**src/rtl/z80_irq_ctrl.sv**
```systemverilog
// z80_irq_ctrl: Z80 interrupt state (IFF1/IFF2, IM, I register) and
// instruction-boundary NMI/INT arbitration with a req/ack handshake toward
// the core sequencer. All outputs except pv_iff2 come straight from flops;
// pv_iff2 has to be combinational because LD A,I/R consumes it on the same
// boundary cycle.
module z80_irq_ctrl #(
  parameter bit         NMOS_PV_BUG = 1'b1,
  parameter logic [7:0] RESET_I     = 8'h00
) (
  input  logic        clk,
  input  logic        reset_n,
  input  logic        nmi_n,
  input  logic        int_n,
  input  logic        insn_done,
  input  logic        insn_ei,
  input  logic        insn_di,
  input  logic        insn_retn,
  input  logic        insn_im_we,
  input  logic [1:0]  insn_im,
  input  logic        insn_ld_air,
  input  logic        i_we,
  input  logic [7:0]  i_wdata,
  output logic        irq_req,
  output logic        irq_nmi,
  output logic [15:0] irq_vector,
  input  logic        irq_ack,
  output logic        iff1,
  output logic        iff2,
  output logic        pv_iff2,
  output logic [1:0]  im,
  output logic [7:0]  reg_i
);

  typedef enum logic [0:0] {
    ST_IDLE = 1'b0,
    ST_REQ  = 1'b1
  } state_t;

  localparam logic [15:0] NMI_VECTOR = 16'h0066;

  // Maskable-interrupt service address for the current mode. Mode 0 hands
  // out 0 because the sequencer fetches the opcode from the bus; mode 2
  // supplies the table page and the sequencer ORs in the bus byte.
  function automatic logic [15:0] int_vector(input logic [1:0] mode,
                                             input logic [7:0] ireg);
    logic [15:0] vec;
    case (mode)
      2'd0:    vec = 16'h0000;
      2'd1:    vec = 16'h0038;
      2'd2:    vec = {ireg, 8'h00};
      default: vec = 16'h0000;
    endcase
    return vec;
  endfunction

  state_t      state_r,      state_s;
  logic        iff1_r,       iff1_s;
  logic        iff2_r,       iff2_s;
  logic [1:0]  im_r,         im_s;
  logic [7:0]  reg_i_r,      reg_i_s;
  logic        irq_req_r,    irq_req_s;
  logic        irq_nmi_r,    irq_nmi_s;
  logic [15:0] irq_vector_r, irq_vector_s;
  logic        nmi_latch_r,  nmi_latch_s;
  logic        nmi_prev_r;
  logic        ei_shadow_r,  ei_shadow_s;

  logic        nmi_edge_s;
  logic        boundary_s;
  logic        nmi_pending_s;
  logic        int_accept_s;

  // Boundary qualification: NMI edge detect and the maskable acceptance
  // test (pre-update iff1; DI or EI at this boundary blocks acceptance).
  always_comb begin
    nmi_edge_s    = nmi_prev_r & ~nmi_n;
    boundary_s    = (state_r == ST_IDLE) & insn_done;
    nmi_pending_s = nmi_latch_r | nmi_edge_s;
    int_accept_s  = 1'b0;
    if (boundary_s && !nmi_pending_s && !int_n && iff1_r && !insn_di && !insn_ei) begin
      int_accept_s = 1'b1;
    end else begin
      int_accept_s = 1'b0;
    end
  end

  // P/V source for LD A,I/R, including the NMOS quirk that reads 0 when an
  // INT is taken on the very boundary of the LD.
  always_comb begin
    pv_iff2 = iff2_r;
    if (NMOS_PV_BUG && insn_ld_air && int_accept_s) begin
      pv_iff2 = 1'b0;
    end else begin
      pv_iff2 = iff2_r;
    end
  end

  // Next-state logic: EI/DI/RETN/IM updates, boundary decision, and the
  // request/acknowledge handshake. insn_done during REQ is ignored.
  always_comb begin
    state_s      = state_r;
    iff1_s       = iff1_r;
    iff2_s       = iff2_r;
    im_s         = im_r;
    reg_i_s      = reg_i_r;
    irq_req_s    = irq_req_r;
    irq_nmi_s    = irq_nmi_r;
    irq_vector_s = irq_vector_r;
    nmi_latch_s  = nmi_latch_r | nmi_edge_s;
    ei_shadow_s  = ei_shadow_r;

    if (i_we) begin
      reg_i_s = i_wdata;
    end else begin
      reg_i_s = reg_i_r;
    end

    case (state_r)
      ST_IDLE: begin
        if (insn_done) begin
          if (insn_di) begin
            iff1_s      = 1'b0;
            iff2_s      = 1'b0;
            ei_shadow_s = 1'b0;
          end else if (insn_ei) begin
            iff1_s      = 1'b1;
            iff2_s      = 1'b1;
            ei_shadow_s = 1'b1;
          end else if (insn_retn) begin
            iff1_s      = iff2_r;
            ei_shadow_s = 1'b0;
          end else begin
            ei_shadow_s = 1'b0;
          end

          if (insn_im_we) begin
            im_s = (insn_im == 2'd3) ? 2'd0 : insn_im;
          end else begin
            im_s = im_r;
          end

          if (nmi_pending_s) begin
            state_s      = ST_REQ;
            irq_req_s    = 1'b1;
            irq_nmi_s    = 1'b1;
            irq_vector_s = NMI_VECTOR;
          end else if (int_accept_s) begin
            state_s      = ST_REQ;
            irq_req_s    = 1'b1;
            irq_nmi_s    = 1'b0;
            irq_vector_s = int_vector(im_s, reg_i_r);
          end else begin
            state_s   = ST_IDLE;
            irq_req_s = 1'b0;
          end
        end else begin
          state_s   = ST_IDLE;
          irq_req_s = 1'b0;
        end
      end
      ST_REQ: begin
        if (irq_ack) begin
          state_s   = ST_IDLE;
          irq_req_s = 1'b0;
          if (irq_nmi_r) begin
            iff1_s      = 1'b0;
            nmi_latch_s = 1'b0;
          end else begin
            iff1_s = 1'b0;
            iff2_s = 1'b0;
          end
        end else begin
          state_s   = ST_REQ;
          irq_req_s = 1'b1;
        end
      end
      default: begin
        state_s   = ST_IDLE;
        irq_req_s = 1'b0;
      end
    endcase
  end

  // State and output registers; reset aborts any pending request.
  always_ff @(posedge clk or negedge reset_n) begin
    if (!reset_n) begin
      state_r      <= ST_IDLE;
      iff1_r       <= 1'b0;
      iff2_r       <= 1'b0;
      im_r         <= 2'd0;
      reg_i_r      <= RESET_I;
      irq_req_r    <= 1'b0;
      irq_nmi_r    <= 1'b0;
      irq_vector_r <= 16'h0000;
      nmi_latch_r  <= 1'b0;
      nmi_prev_r   <= 1'b1;
      ei_shadow_r  <= 1'b0;
    end else begin
      state_r      <= state_s;
      iff1_r       <= iff1_s;
      iff2_r       <= iff2_s;
      im_r         <= im_s;
      reg_i_r      <= reg_i_s;
      irq_req_r    <= irq_req_s;
      irq_nmi_r    <= irq_nmi_s;
      irq_vector_r <= irq_vector_s;
      nmi_latch_r  <= nmi_latch_s;
      nmi_prev_r   <= nmi_n;
      ei_shadow_r  <= ei_shadow_s;
    end
  end

  assign irq_req    = irq_req_r;
  assign irq_nmi    = irq_nmi_r;
  assign irq_vector = irq_vector_r;
  assign iff1       = iff1_r;
  assign iff2       = iff2_r;
  assign im         = im_r;
  assign reg_i      = reg_i_r;

endmodule

```
**config.mk**
```make
export PLATFORM = sky130hd
export DESIGN_NAME = z80_irq_ctrl
export DESIGN_NICKNAME = d
export VERILOG_FILES = /design/src/rtl/z80_irq_ctrl.sv
export SDC_FILE = /design/constraint.sdc
export NUM_CORES = 1
export LEC_CHECK = 0
export BUFFER_PORTS_ARGS = -buffer_cell sky130_fd_sc_hd__buf_2
export CORE_MARGIN = 2
export CORE_UTILIZATION = 30
export DETAILED_ROUTE_END_ITERATION = 16
export GPL_TIMING_DRIVEN = 0
export PLACE_DENSITY_LB_ADDON = 0.08
export SLEW_MARGIN = 20
export SYNTH_ARGS = -nofsm -noshare
export SYNTH_HDL_FRONTEND = slang
export SYNTH_SLANG_ARGS = --single-unit
```
**constraint.sdc**
```tcl
create_clock -name clk -period 2.5 [get_ports clk]
set_clock_uncertainty 0.1 [all_clocks]
set_input_delay 0.25 -clock clk [delete_from_list [all_inputs] [get_ports clk]]
set_output_delay 0.25 -clock clk [all_outputs]
set_load 0.02 [all_outputs]
```
==> flow_summary.json, run 1 <==
{
  "run_status": "finished clean",
  "placement.io_buffers": 49,
  "hold_end": "reg_i[3]",
  "max_cap_violations": 0,
  "synth_cell_type_count": 29,
  "crit_fanout": 10,
  "cts.hold.buffers_added": 2,
  "r2r-end": "irq_vector[14]",
  "die_w_um": 66.9,
  "hold_class": "in2reg",
  "worstPathArrival_ns": 1.99,
  "htree_num_levels": 1,
  "ys_seq_area_frac": 0.548,
  "drt-pass1-iter-count": 4,
  "static-leakage-power_nw": 0.757,
  "r2r-start": "irq_req",
  "synth_ff_type": "dfrtp_1",
  "report.final.setup_viol": 0,
  "layout_commonest_cell": "buf_2",
  "die-height_um": 66.9,
  "gp_congestion": 0.670,
  "pin_count_of_the_biggest_net_entering_global_routing": 27,
  "drc": 0,
  "antenna-diode-count": 0,
  "post-cts-setup-buffers": 0,
  "timing.critical_path.to_type": "output pin",
  "totalPowerFinal_mw": 1.05,
  "combined_area_of_all_synthesized_cells_mm2": 0.00119,
  "drive_gt1_frac": 0.448,
  "max_slew_margin": 0.618,
  "route.vias.total": 972,
  "first_global_vias": 944,
  "drt-initial-drc-count": 26,
  "avgSynthCellArea_um2": 11.1,
  "ys_seq_elements": 26,
  "setup_tns_ns": 0,
  "tritoncts": "done",
  "post_synth_mux_area_share": 0.0947,
  "worst_ir_drop_vdd_mv": 0.208,
  "ant_nets": 0,
  "cts_root_buffer": "clkbuf_8",
  "first_pass_grt_wire_length_um": 3970,
  "clkLatencyLatePin_ns": 0.27,
  "rows": 22,
  "clkSinkCount": 26,
  "layout_common_cells": "49 x buf_2, 25 x dfrtp_1, 10 x nand2b_1, 10 x mux2_2, 9 x nand3_1",
  "final.min_clock_period_ns": 2.34,
  "grt_setup_unrepaired": "no",
  "synth_top_family_by_area": "simple AND/OR/NAND/NOR gates",
  "routed_len_inst_um": 11.9,
  "endpoint_required_time_on_the_critical_path_ns": 2.15,
  "criticalPathCategory": "reg2out",
  "dp_hpwl_um": 1920,
  "finalNetCount": 186,
  "cts_resized": 0,
  "synth-adder-area-share": 0,
  "top_level_ports": 53,
  "gr-total-overflow": 0,
  "antenna_found_initial": 0,
  "worstSetupStartpoint": "irq_req",
  "wirelength_um": 2500,
  "cts_buffer_depth": 2,
  "start_util": 0.318,
  "hold_depth": 2,
  "clock.fmax_mhz": 427,
  "synth_edf_count": 0,
  "final-max-slew-violation-count": 0,
  "drt-vias-per-instance": 4.61,
  "power.density_mw_per_mm2": 672,
  "worstHoldStart": "i_wdata[3]",
  "tightest_pin_transition_ns": 0.573,
  "clock_buffers_created_by_tritoncts": 3,
  "post-route-period-util": 0.937,
  "dieArea_mm2": 0.00448,
  "grtUsageTotal": 0.119,
  "synth_compound_area_frac": 0.106,
  "yosys_warnings": 0,
  "core_region_area_mm2": 0.00374,
  "synth_simple_gate_area_share": 0.178,
  "rrSetupSlack_ns": 0.73,
  "clk_transition_reported_paths_ns": 0.09,
  "r2r_cells": 5,
  "worst_setup_path_start_kind": "flop",
  "asr_flop_ratio_synth": 1.00,
  "post_synth_xor_area_fraction": 0,
  "finalHoldViolCount": 0,
  "area.growth.synth_to_final_pct": 31.5,
  "synthCells": 107
}
[critical path, cell delays in order (launching register included)]
cell     delay, ns
dfrtp_1       0.45
or2_1         0.27
or4_4         0.53
buf_6         0.17
o21a_1        0.16
buf_2         0.15
[registers in the layout (all words and copies together), names as in the netlist]
signal and flops:
im 2, nmi_prev_r 1, iff2 1, nmi_latch_r 1, iff1 1, irq_vector 11, irq_req 1, reg_i 8
[cell usage after synthesis, types with 2 or more instances]
cell type | n | share of area
nand2b_1 | 10 | 0.053
nor2_1 | 3 | 0.0095
mux2_2 | 10 | 0.095
dfrtp_1 | 25 | 0.53
a21oi_1 | 6 | 0.025
nand3_1 | 9 | 0.038
nor3b_1 | 2 | 0.013
buf_4 | 6 | 0.038
o21ai_1 | 8 | 0.034
buf_6 | 2 | 0.019
clkbuf_1 | 2 | 0.0063
inv_1 | 2 | 0.0063
nor2b_1 | 3 | 0.016
nand2_1 | 4 | 0.013
[per-stage QoR]
| step | hold slack, ns | worst slack, ns | instances | util | cell area, um^2 |
|---|---|---|---|---|---|
| floorplan | -0.146 | 0.507 | 108 | - | 1190 |
| global placement | 0.185 | 0.448 | 205 | 0.400 | 1500 |
| detailed placement | 0.191 | 0.446 | 205 | 0.400 | 1500 |
| CTS | 0.100 | 0.127 | 211 | 0.417 | 1560 |
| global route | 0.101 | 0.0679 | 211 | 0.417 | 1560 |
| finish | 0.103 | 0.156 | 211 | 0.417 | 1560 |
[power breakdown]
part / leakage [nW] / internal, mW / switching (mW)
clock network: 0.0228 / 0.114 / 0.129
registers: 0.323 / 0.470 / 0.0478
logic: 0.412 / 0.125 / 0.164
total: 0.757 / 0.709 / 0.341
[routing by layer]
metal  share of wire  wire length [um]  global-route usage  vias to the layer above
met5               0                 0                   0                        -
met4           0.022                55              0.0689                        0
met3           0.075               189              0.0253                        5
met2            0.48              1200               0.208                       35
met1            0.42              1060               0.133                      458
li1                -                 -                   -                      474
[cell type report]
cell class | count | area, um^2
Timing Repair Buffer | 51 | 265
Multi-Input combinational cell | 70 | 458
Tap cell | 48 | 60.1
Fill cell | 398 | 2180
Buffer | 10 | 75.1
Inverter | 2 | 7.51
Sequential cell | 26 | 652
Clock buffer | 4 | 45.0
[cell families (layout without fill, tap and decap cells)]
| family | count (synthesis) | after routing |
|---|---|---|
| simple gates | 36 | 36 |
| buf+inv | 12 | 67 |
| compound gates | 22 | 22 |
| flops | 26 | 26 |
| mux | 10 | 10 |
| other cells | 1 | 2 |
[worst max path at each step]
| stage | slack, ns | end |
|---|---|---|
| 2_1_floorplan | 0.51 | pv_iff2 |
| 3_3_place_gp | 0.45 | pv_iff2 |
| 3_5_place_dp | 0.45 | pv_iff2 |
| 4_1_cts | 0.13 | pv_iff2 |
| 5_1_grt | 0.07 | pv_iff2 |
| 6_report | 0.16 | pv_iff2 |
Power figures use the tool's default switching activity.
==> run 2: changes to the inputs <==
CORE_MARGIN = default   (was 2)
==> run 2 against run 1 <==
Net effect:
- die area down 5.9%
- combinational power about the same
- critical path depth unchanged
- critical endpoint unchanged
==> flow_summary.json, run 2 (synthesized netlist as in run 1, its figures left out) <==
{
  "timing.critical_path.to_type": "output pin",
  "wirelength_um": 2490,
  "route.vias.total": 965,
  "endpoint_required_time_on_the_critical_path_ns": 2.15,
  "run_status": "finished clean",
  "final-max-slew-violation-count": 0,
  "dp_hpwl_um": 1920,
  "tritoncts": "done",
  "cts_root_buffer": "clkbuf_8",
  "largest_reg_flops": 11,
  "finalCoreUtilization": 0.424,
  "clk_transition_reported_paths_ns": 0.09,
  "post-route-period-util": 0.935,
  "timing.critical_path.cells": "or2_1 > or4_4 > buf_6 > o21a_1 > buf_2",
  "worst_setup_path_start_kind": "flop",
  "hold_class": "in2reg",
  "core_region_area_mm2": 0.00374,
  "worstSetupStartpoint": "irq_req",
  "worstHoldStart": "i_wdata[2]",
  "gp_congestion": 0.706,
  "cts_buffer_depth": 2,
  "grt_setup_unrepaired": "no",
  "clkSinkCount": 26,
  "tightest_pin_transition_ns": 0.571,
  "clock.fmax_mhz": 428,
  "crit_fanout": 10,
  "static-leakage-power_nw": 0.770,
  "antenna-diode-count": 0,
  "pin_count_of_the_biggest_net_entering_global_routing": 27,
  "max_cap_violations": 0,
  "htree_num_levels": 1,
  "criticalPathCategory": "reg2out",
  "critical_path_buf_inv_count": 2,
  "antenna_found_initial": 0,
  "drive_gt1_frac": 0.454,
  "worst_ir_drop_vdd_mv": 0.223,
  "multiInputGateArea_um2": 458,
  "r2r-start": "irq_req",
  "area.growth.synth_to_final_pct": 33.7,
  "delay_of_the_slowest_cell_on_the_worst_path_ns": 0.52,
  "detailed_place.area_mm2": 0.00150,
  "clock_buffers_created_by_tritoncts": 3,
  "fillerInstances": 387,
  "rows": 22,
  "clkLatencyLatePin_ns": 0.27,
  "max_slew_margin": 0.619,
  "grtUsageTotal": 0.130,
  "drc": 0,
  "ant_nets": 0,
  "layout_common_cells": "49 x buf_2, 25 x dfrtp_1, 10 x nand2b_1, 10 x mux2_2, 9 x nand3_1",
  "final.min_clock_period_ns": 2.34,
  "start_util": 0.318,
  "area.sequential_um2": 652,
  "drt-initial-drc-count": 20,
  "drt-pass1-iter-count": 4,
  "setup_tns_ns": 0,
  "layout_commonest_cell": "buf_2",
  "top_level_ports": 53,
  "cts_resized": 0,
  "first_global_vias": 953,
  "placement.io_buffers": 49,
  "finalHoldViolCount": 0,
  "critical-path-slowest-cell": "or4_4",
  "routed_len_inst_um": 11.8,
  "first_pass_grt_wire_length_um": 4270,
  "gr-total-overflow": 0,
  "worstPathArrival_ns": 1.99,
  "die-height_um": 64.9,
  "post-route-cell-area_mm2": 0.00159,
  "drt-vias-per-instance": 4.57,
  "die_w_um": 64.9,
  "cpLargestDelayFamily": "simple AND/OR/NAND/NOR gates",
  "finalNetCount": 186,
  "dieArea_mm2": 0.00422,
  "report.final.setup_viol": 0,
  "power.density_mw_per_mm2": 724
}
-- run 2: cell count changes in the layout (fill, tap and decap cells not counted), sizes merged --
cell	before	now
clkbuf	6	5
bufinv	0	1
-- run 2: layout make-up --
cell class | count | share of cell area
tap | 48 | 0.0378
buffer | 10 | 0.0472
clock inverter | 1 | 0.0189
timing repair buffer | 51 | 0.167
inverter | 2 | 0.00472
clock buffer | 3 | 0.0260
sequential | 26 | 0.410
multi-input combinational | 70 | 0.288
-- run 2: worst paths after layout --
path,depth (start not counted),end,slack (ns)
hold / removal,2,reg_i[2],0.11
max in group asynchronous,2,irq_vector[9],1.51
setup reg to reg,4,irq_vector[5],0.74
hold reg to reg,2,irq_vector[15],0.41
setup / recovery,5,pv_iff2,0.16
min in group asynchronous,2,im[1],0.41
-- run 2: metal layers --
layer / global-route usage / wire length [um] / vias up
met3: 0.0211 / 151 / 2
met2: 0.233 / 1260 / 37
met5: 0 / 0 / -
met1: 0.161 / 1070 / 454
met4: 0.0333 / 7 / 0
li1: - / - / 472
-- run 2: timing repair --
action / CTS / global route
setup buffers: 0 / 0
hold endpoints to repair: 26 / 0
hold buffers: 2 / 0
-- run 2: metrics by stage --
| stage | instances | hold slack [ns] | power [mW] | setup WS (ns) |
|---|---|---|---|---|
| after floorplan | 108 | -0.146 | 0.709 | 0.507 |
| after global placement | 205 | 0.183 | 0.811 | 0.455 |
| after detailed placement | 205 | 0.182 | 0.818 | 0.454 |
| after CTS | 211 | 0.102 | 1.17 | 0.143 |
| after global routing | 211 | 0.0968 | 1.23 | 0.0510 |
| final | 211 | 0.108 | 1.15 | 0.161 |
-- run 2: worst register-to-register path, cell delays in order (launching register included) --
cell	delay [ns]
dfrtp_1	0.45
or2_1	0.27
or4_4	0.52
buf_6	0.17
a21o_1	0.15
-- run 2: power breakdown --
| part | leakage, nW | total, mW | internal [mW] | switching, mW |
|---|---|---|---|---|
| logic | 0.412 | 0.291 | 0.125 | 0.166 |
| clock network | 0.0357 | 0.342 | 0.214 | 0.128 |
| registers | 0.323 | 0.517 | 0.470 | 0.0468 |
